[config.mk]
export PLATFORM = sky130hd
export DESIGN_NAME = mp3_bitreader
export DESIGN_NICKNAME = d
export VERILOG_FILES = /design/src/rtl/mp3_bitreader.sv
export SDC_FILE = /design/constraint.sdc
export NUM_CORES = 1
export LEC_CHECK = 0
export CORE_MARGIN = 5
export CORE_UTILIZATION = 25
export DETAILED_ROUTE_END_ITERATION = 8
export PLACE_DENSITY = 0.39
export SYNTH_ARGS = -nofsm -noshare
export SYNTH_HDL_FRONTEND = slang
export SYNTH_SLANG_ARGS = --single-unit
[constraint.sdc]
create_clock -name clk -period 10.02 [get_ports clk]
set_clock_uncertainty 0.1 [all_clocks]
set_input_delay 2.004 -clock clk [delete_from_list [all_inputs] [get_ports clk]]
set_output_delay 2.004 -clock clk [all_outputs]
set_load 0.1 [all_outputs]
[src/rtl/mp3_bitreader.sv]
// MSB-first bit-field extractor over a synchronous source ROM.
// A 48-bit buffer is refilled one 16-bit word at a time; each accepted request pops 0..16 bits.
`ifndef DATA_WIDTH
`define DATA_WIDTH 16
`endif
`ifndef ADDRESS_WIDTH
`define ADDRESS_WIDTH 8
`endif

module mp3_bitreader #(
  parameter int DW = `DATA_WIDTH,
  parameter int AW = `ADDRESS_WIDTH
) (
  input  logic          clk,
  input  logic          rst_n,
  input  logic          start,
  input  logic [AW-1:0] start_addr,
  output logic [AW-1:0] rom_addr,
  input  logic [DW-1:0] rom_data,
  input  logic          req_valid,
  input  logic [4:0]    req_nbits,
  output logic          req_ready,
  output logic          bits_valid,
  output logic [15:0]   bits_data,
  output logic [AW+3:0] bit_cnt
);

  typedef enum logic [1:0] {IDLE, PRIME, RUN} state_t;

  state_t        state, state_nx;
  logic [47:0]   buffer, buffer_nx, buffer_c;
  logic [5:0]    count, count_nx, count_c;
  logic          pending, pending_nx;
  logic [AW-1:0] addr_nx;
  logic [AW+3:0] bit_cnt_nx;
  logic [4:0]    nbits;
  logic [15:0]   extract;
  logic          accept, fetch;

  always_comb begin
    nbits     = (req_nbits > 5'd16) ? 5'd16 : req_nbits;
    req_ready = (state == RUN) && (count >= 6'd16) && !start;
    accept    = req_valid && req_ready;
    // The word of a pending fetch lands this cycle, so it counts as already buffered.
    fetch     = (state != IDLE) && !start &&
                (({1'b0, count} + (pending ? 7'd16 : 7'd0)) <= 7'd32);
    // A shift of 48 (nbits=0) leaves nothing, giving a zero result.
    extract   = 16'(buffer >> (6'd48 - {1'b0, nbits}));

    buffer_c = accept ? (buffer << nbits) : buffer;
    count_c  = accept ? (count - {1'b0, nbits}) : count;

    buffer_nx  = buffer_c;
    count_nx   = count_c;
    if (pending) begin
      buffer_nx = buffer_c | (48'({rom_data, 32'h0}) >> count_c);
      count_nx  = count_c + 6'd16;
    end
    pending_nx = fetch;
    addr_nx    = fetch ? rom_addr + 1'b1 : rom_addr;
    bit_cnt_nx = accept ? bit_cnt + {{(AW-1){1'b0}}, nbits} : bit_cnt;

    state_nx = state;
    case (state)
      IDLE:    state_nx = IDLE;
      PRIME:   if (count >= 6'd16) state_nx = RUN;
      RUN:     state_nx = RUN;
      default: state_nx = IDLE;
    endcase

    // Clearing pending here also drops the word a pre-start fetch returns next cycle.
    if (start) begin
      state_nx   = PRIME;
      buffer_nx  = '0;
      count_nx   = '0;
      pending_nx = 1'b0;
      addr_nx    = start_addr;
      bit_cnt_nx = '0;
    end
  end

  always_ff @(posedge clk) begin
    if (!rst_n) begin
      state      <= IDLE;
      buffer     <= '0;
      count      <= '0;
      pending    <= 1'b0;
      rom_addr   <= '0;
      bit_cnt    <= '0;
      bits_valid <= 1'b0;
      bits_data  <= '0;
    end else begin
      state      <= state_nx;
      buffer     <= buffer_nx;
      count      <= count_nx;
      pending    <= pending_nx;
      rom_addr   <= addr_nx;
      bit_cnt    <= bit_cnt_nx;
      bits_valid <= accept;
      if (accept) bits_data <= extract;
    end
  end

endmodule

Word-level counts from Yosys, hierarchy flattened

Index checks and enable logic that the tools add are counted.

Logic and storage cells: 47
Memory bits (read-only): 0
Input bits: 33
Output and inout port bits: 38
Register bits after elaboration: 94
RAM bits: 0
Memories kept: 0
Latch bits: 0

Shift-type cells: 3
Add/subtract/negate cells: 6
Divide/modulo/power cells: 0
Magnitude comparators: 3
$mul: 0
Reduce and logical (&&, ||, !) cells: 9
Multiplexer cells: 11
Eq/ne operators: 4
Bitwise logic cells: 2

Operator list:

| kind                                                           | number |
|---|---|
| two-way mux 48 bit                                             | 2 |
| bitwise OR 48 bit                                              | 1 |
| left shift 48 x 5 -> 48 bit                                    | 1 |
| >> shifter 48 x 6 -> 16 bit                                    | 1 |
| >> shifter 48 x 6 -> 48 bit                                    | 1 |
| two-way mux 8 bit                                              | 2 |
| adder 12 x 5 -> 12 bit                                         | 1 |
| two-way mux 6 bit                                              | 2 |
| two-way mux 5 bit                                              | 2 |
| adder 8 x 1 -> 8 bit, second input constant                    | 1 |
| adder 6 x 5 -> 7 bit                                           | 1 |
| less-or-equal comparator 7 x 6 -> 1 bit, second input constant | 1 |
| adder 6 x 5 -> 6 bit, second input constant                    | 1 |
| >= comparator 6 x 5 -> 1 bit, second input constant            | 1 |
| subtractor 6 x 5 -> 6 bit                                      | 1 |
| subtractor 6 x 5 -> 6 bit, first input constant                | 1 |
| > comparator 5 bit, second input constant                      | 1 |
| logical AND 1 bit                                              | 5 |
| one-hot mux 2 bit (2 select lines)                             | 1 |
| nonzero test 2 bit                                             | 2 |
| inequality test 3 bit, second input constant                   | 1 |
| equality test 2 x 1 -> 1 bit, second input constant            | 1 |
| equality test 2 bit, second input constant                     | 1 |
| two-way mux 2 bit                                              | 1 |
| other kinds (5)                                                | 5 |

Longest topological paths before layout

Depth in word-level cells: 8
Gate-level depth with buffers: 16
Mapped depth without buffers: 11

Worst setup path after synthesis

No wires, ideal clock.

Kind: input -> output
From: in start
To: out req_ready
Path buffers: 2
Slack: 4,269 ps
Required time: 7,916 ps
Arrival time: 3,647 ps
Cell stages on the path: 3
Cell sequence: clkbuf_1 clkbuf_1 nor2_1

Longest elaborated chain between the ends: 2

RTL lines:

| what              | line | RTL |
|---|---|---|
| start, declared   | 16   | `input logic start,` |
| logical NOT 1 bit | 42   | `req_ready = (state == RUN) && (count >= 6'd16) && !start;` |
| logical AND 1 bit | 42   |  |
| end, declared     | 22   | `output logic req_ready,` |

Every way passes these cells.

Worst setup path in the final report

From: in req_nbits[0]
To: reg buffer[0]

Longest elaborated chain between the ends: 7
Elaborated cells between the ends (all ways): 9
Classes of those cells: add/sub: 1; order compare: 1; shift: 2; mux: 4; bitwise: 1

RTL lines:

| what                        | line | RTL |
|---|---|---|
| start, declared             | 21   | `input logic [4:0] req_nbits,` |
| > comparator 5 bit          | 41   | `nbits = (req_nbits > 5'd16) ? 5'd16 : req_nbits;` |
| two-way mux 5 bit (*)       | 41   |  |
| subtractor 6 x 5 -> 6 bit   | 51   | `count_c = accept ? (count - {1'b0, nbits}) : count;` |
| two-way mux 6 bit           | 51   |  |
| >> shifter 48 x 6 -> 48 bit | 56   | `buffer_nx = buffer_c \| (48'({rom_data, 32'h0}) >> count_c);` |
| bitwise OR 48 bit           | 56   |  |
| two-way mux 48 bit (*)      | 55   | `if (pending) begin` |
| end signal, assigned        | 94   | `buffer <= buffer_nx;` |
| end, declared               | 31   | `logic [47:0] buffer, buffer_nx, buffer_c;` |

Every way passes the cells marked *; elsewhere a longest branch is shown, timed or not.
A chain may end at the register's enable or synchronous reset.

==> run metrics <==
status complete, no violations; DRT Wirelength 38.5 mm; DP Cell Count 1569; DP HPWL 28.7 mm; gpl congestion 0.901; most numerous cell in the Yosys netlist nand2_1; first-pass GRT wire length 58.2 mm; CORE AREA 35500 sq um; Worst IR Drop VDD 70.2 uV; DR vias/cell 5.83; max-cap violations 0; CP required 10180 ps; Main synth FF type dfxtp_1; CTS max path bufs 2; Initial DRT Pass Iterations 5; Crit Path Class in -> reg; fmax 151 MHz; Diodes inserted 0; cells after synthesis 1116; Final Hold Fails 0; # clock sinks 94; Synth Net Count 1168; PD cells 90.1 nW/um^2; Post-synth top cells nand2_1 (123), dfxtp_1 (94), mux2i_1 (81), nor2_1 (75), a21oi_1 (74); vias post-DR 9237; Seq pwr share 0.412; CTS tree yes; post-CTS setup buffers 0; average wire per cell in the routed design 24.3 microns; RSZ-0062 raised after global routing no; P_int 635 uW; Nets 1171; PostCTS Resize Cnt 0; delay of the slowest critical-path stage 1080 ps; Layout Cells excl Fill 1584; CP max-delay cell a221oi_1; I/O pin total 71; Crit. End Element flip-flop; period utilization 0.662; Startpoint Class input pin; synthesis-to-layout area growth 14.5%; Sw Share 0.316; Worst-Margin Slew 1350 ps; Synth area leader dfxtp_1; antenna-violating nets left 0; layout cells sized above 1 0.0997; Post-Syn Area 8980 sq um; largest net degree at the start of global routing 62; row count 69; post-synthesis sequential area ratio 0.209; yosys warns 0; max-slew violation count 0; Synth Register Bits 94; cell family with most CP delay compound AO/OA/AOI/OAI gates; clock share of power 0.395; worst rel slew slack 0.103; # port buffers 70; total gr overflow 0; Die Area 39800 sq um; Critical Path AT 6790 ps; Hold Crit Class reg -> reg; top-area cell type share of the netlist area 0.209; Sw Pwr 293 uW; starting density of the core 0.253; insertion delay to the later sink of the worst-skew pair 360 ps; Die Width 200 microns; GRT Total Usage 0.189; mean area per synthesized cell 8.05 sq um; min Tclk post-route 6630 ps; root buf cell clkbuf_16; Leakage 0.00343 uW; number of synthesized flops with an enable pin 0; H-tree levels 3; cell breakdown of the critical path clkdlybuf4s50_1 -> or3b_4 -> inv_1 -> fa_1 -> and3_1 -> o211ai_1 -> o22ai_1 -> a221oi_1 -> mux2i_1 -> o41ai_1; CTS Hold Buffers Added 0; Cell variety after synth 76; clock buffer count from CTS 9; Worst Path Max Fanout 15; asr flop ratio synth 0; vias in the first global route 8993; CTS clk-pin slew, worst paths 80 ps; Gate power share 0.193; drt drc 0; top post-synthesis cells by area dfxtp_1 (21%), mux4_2 (12%), mux2i_1 (9.0%); setup_tns 0 ps; final setup fails 0; DRT iter0 DRCs 849; die height 200 microns; worst path buffer plus inverter count 2; antenna violations before repair 0
## sequential cells by signal, summed over array words and instances, names as in the netlist
register,count
buffer,48
bits_data,16
bit_cnt,12
rom_addr,8
count,6
state,2
bits_valid,1
pending,1
## worst paths after layout
| check | start | endpoint | slack (ps) | cells past startpoint |
|---|---|---|---|---|
| max | req_nbits[0] | buffer[0]$_SDFF_PP0_ | 3390 | 10 |
| min | bits_data[8]$_SDFFE_PN0N_ | bits_data[8]$_SDFFE_PN0N_ | 370 | 2 |
| max reg2reg | count[0]$_SDFF_PP0_ | buffer[0]$_SDFF_PP0_ | 5220 | 10 |
| min reg2reg | bits_data[8]$_SDFFE_PN0N_ | bits_data[8]$_SDFFE_PN0N_ | 370 | 2 |
## per-layer routing
| layer | share of wire | track usage |
|---|---|---|
| met5 | 0 | 0 |
| met3 | 0.053 | 0.0218 |
| met1 | 0.46 | 0.268 |
| met2 | 0.46 | 0.303 |
| met4 | 0.028 | 0.0584 |
## logic make-up after synthesis
logic type | count (synthesis) | share of synthesized area
AOI/OAI and AO/OA | 358 | 0.263
DFF | 94 | 0.209
buffers and inverters | 110 | 0.0531
adders and majority gates | 19 | 0.0281
xor gates and xnor gates | 21 | 0.0205
muxes | 135 | 0.218
and+or+nand+nor | 379 | 0.208
## worst min-delay path, stage by stage, from the launching register on
cell,delay (ps)
dfxtp_1,310
nand2_1,50
a21boi_0,60
## power by group through the flow
| stage | Sequential, uW | Clock [uW] | Combinational [uW] |
|---|---|---|---|
| detailed placement | 391 | 0 | 178 |
| global route | 383 | 387 | 192 |
| finish | 382 | 366 | 179 |
| CTS | 382 | 376 | 179 |
| floorplan | 403 | 0 | 108 |
| global placement | 391 | 0 | 179 |
## layout by cell type (no fill, tap or decap), types with 4 or more instances in the layout
| cell type | Yosys | final |
|---|---|---|
| o21a_1 | 4 | 4 |
| nor3b_1 | 4 | 4 |
| o21ai_0 | 65 | 65 |
| o22ai_1 | 44 | 44 |
| a21boi_0 | 6 | 6 |
| mux2i_1 | 81 | 81 |
| clkbuf_16 | 0 | 9 |
| inv_1 | 14 | 14 |
| xor2_1 | 5 | 5 |
| nor2b_1 | 31 | 28 |
| and3_1 | 19 | 19 |
| mux4_2 | 48 | 48 |
| clkdlybuf4s50_1 | 0 | 68 |
| mux2_2 | 6 | 6 |
| o32ai_1 | 4 | 4 |
| o211ai_1 | 28 | 28 |
| a21o_1 | 4 | 4 |
| and2_1 | 34 | 34 |
| ha_1 | 17 | 17 |
| nor2_1 | 75 | 74 |
| nand2b_1 | 16 | 15 |
| nand2_1 | 123 | 122 |
| a221oi_1 | 18 | 18 |
| a31oi_1 | 25 | 25 |
| a21oi_1 | 74 | 74 |
| xnor2_1 | 16 | 16 |
| nand3_1 | 24 | 24 |
| a22oi_1 | 19 | 19 |
| nor3_1 | 26 | 26 |
| buf_4 | 7 | 16 |
| nand4_1 | 4 | 4 |
| nor4_1 | 4 | 4 |
| dfxtp_1 | 94 | 94 |
| o31ai_1 | 4 | 4 |
| or3_1 | 4 | 4 |
| a2111oi_0 | 4 | 4 |
| a211oi_1 | 15 | 15 |
## final cells by class
class                           instances  area (sq um)
Clock buffer                            9           225
Timing Repair Buffer                   86           811
Tap cell                              461           577
Clock inverter                          6          71.3
Multi-Input combinational cell        912          6660
Inverter                               16          62.6
Sequential cell                        94          1880
Fill cell                            3832         25200
## stage by stage
| stage | utilization | setup slack [ps] | cell area, sq um | hold slack (ps) | power, uW |
|---|---|---|---|---|---|
| after floorplan | - | 4270 | 8980 | 360 | 512 |
| after global placement | 0.282 | 3250 | 9990 | 356 | 570 |
| after detailed placement | 0.282 | 3220 | 9990 | 362 | 569 |
| after CTS | 0.290 | 3570 | 10300 | 373 | 937 |
| after global routing | 0.290 | 3240 | 10300 | 399 | 962 |
| final | 0.290 | 3390 | 10300 | 368 | 928 |
(Power assumes the default switching activity.)
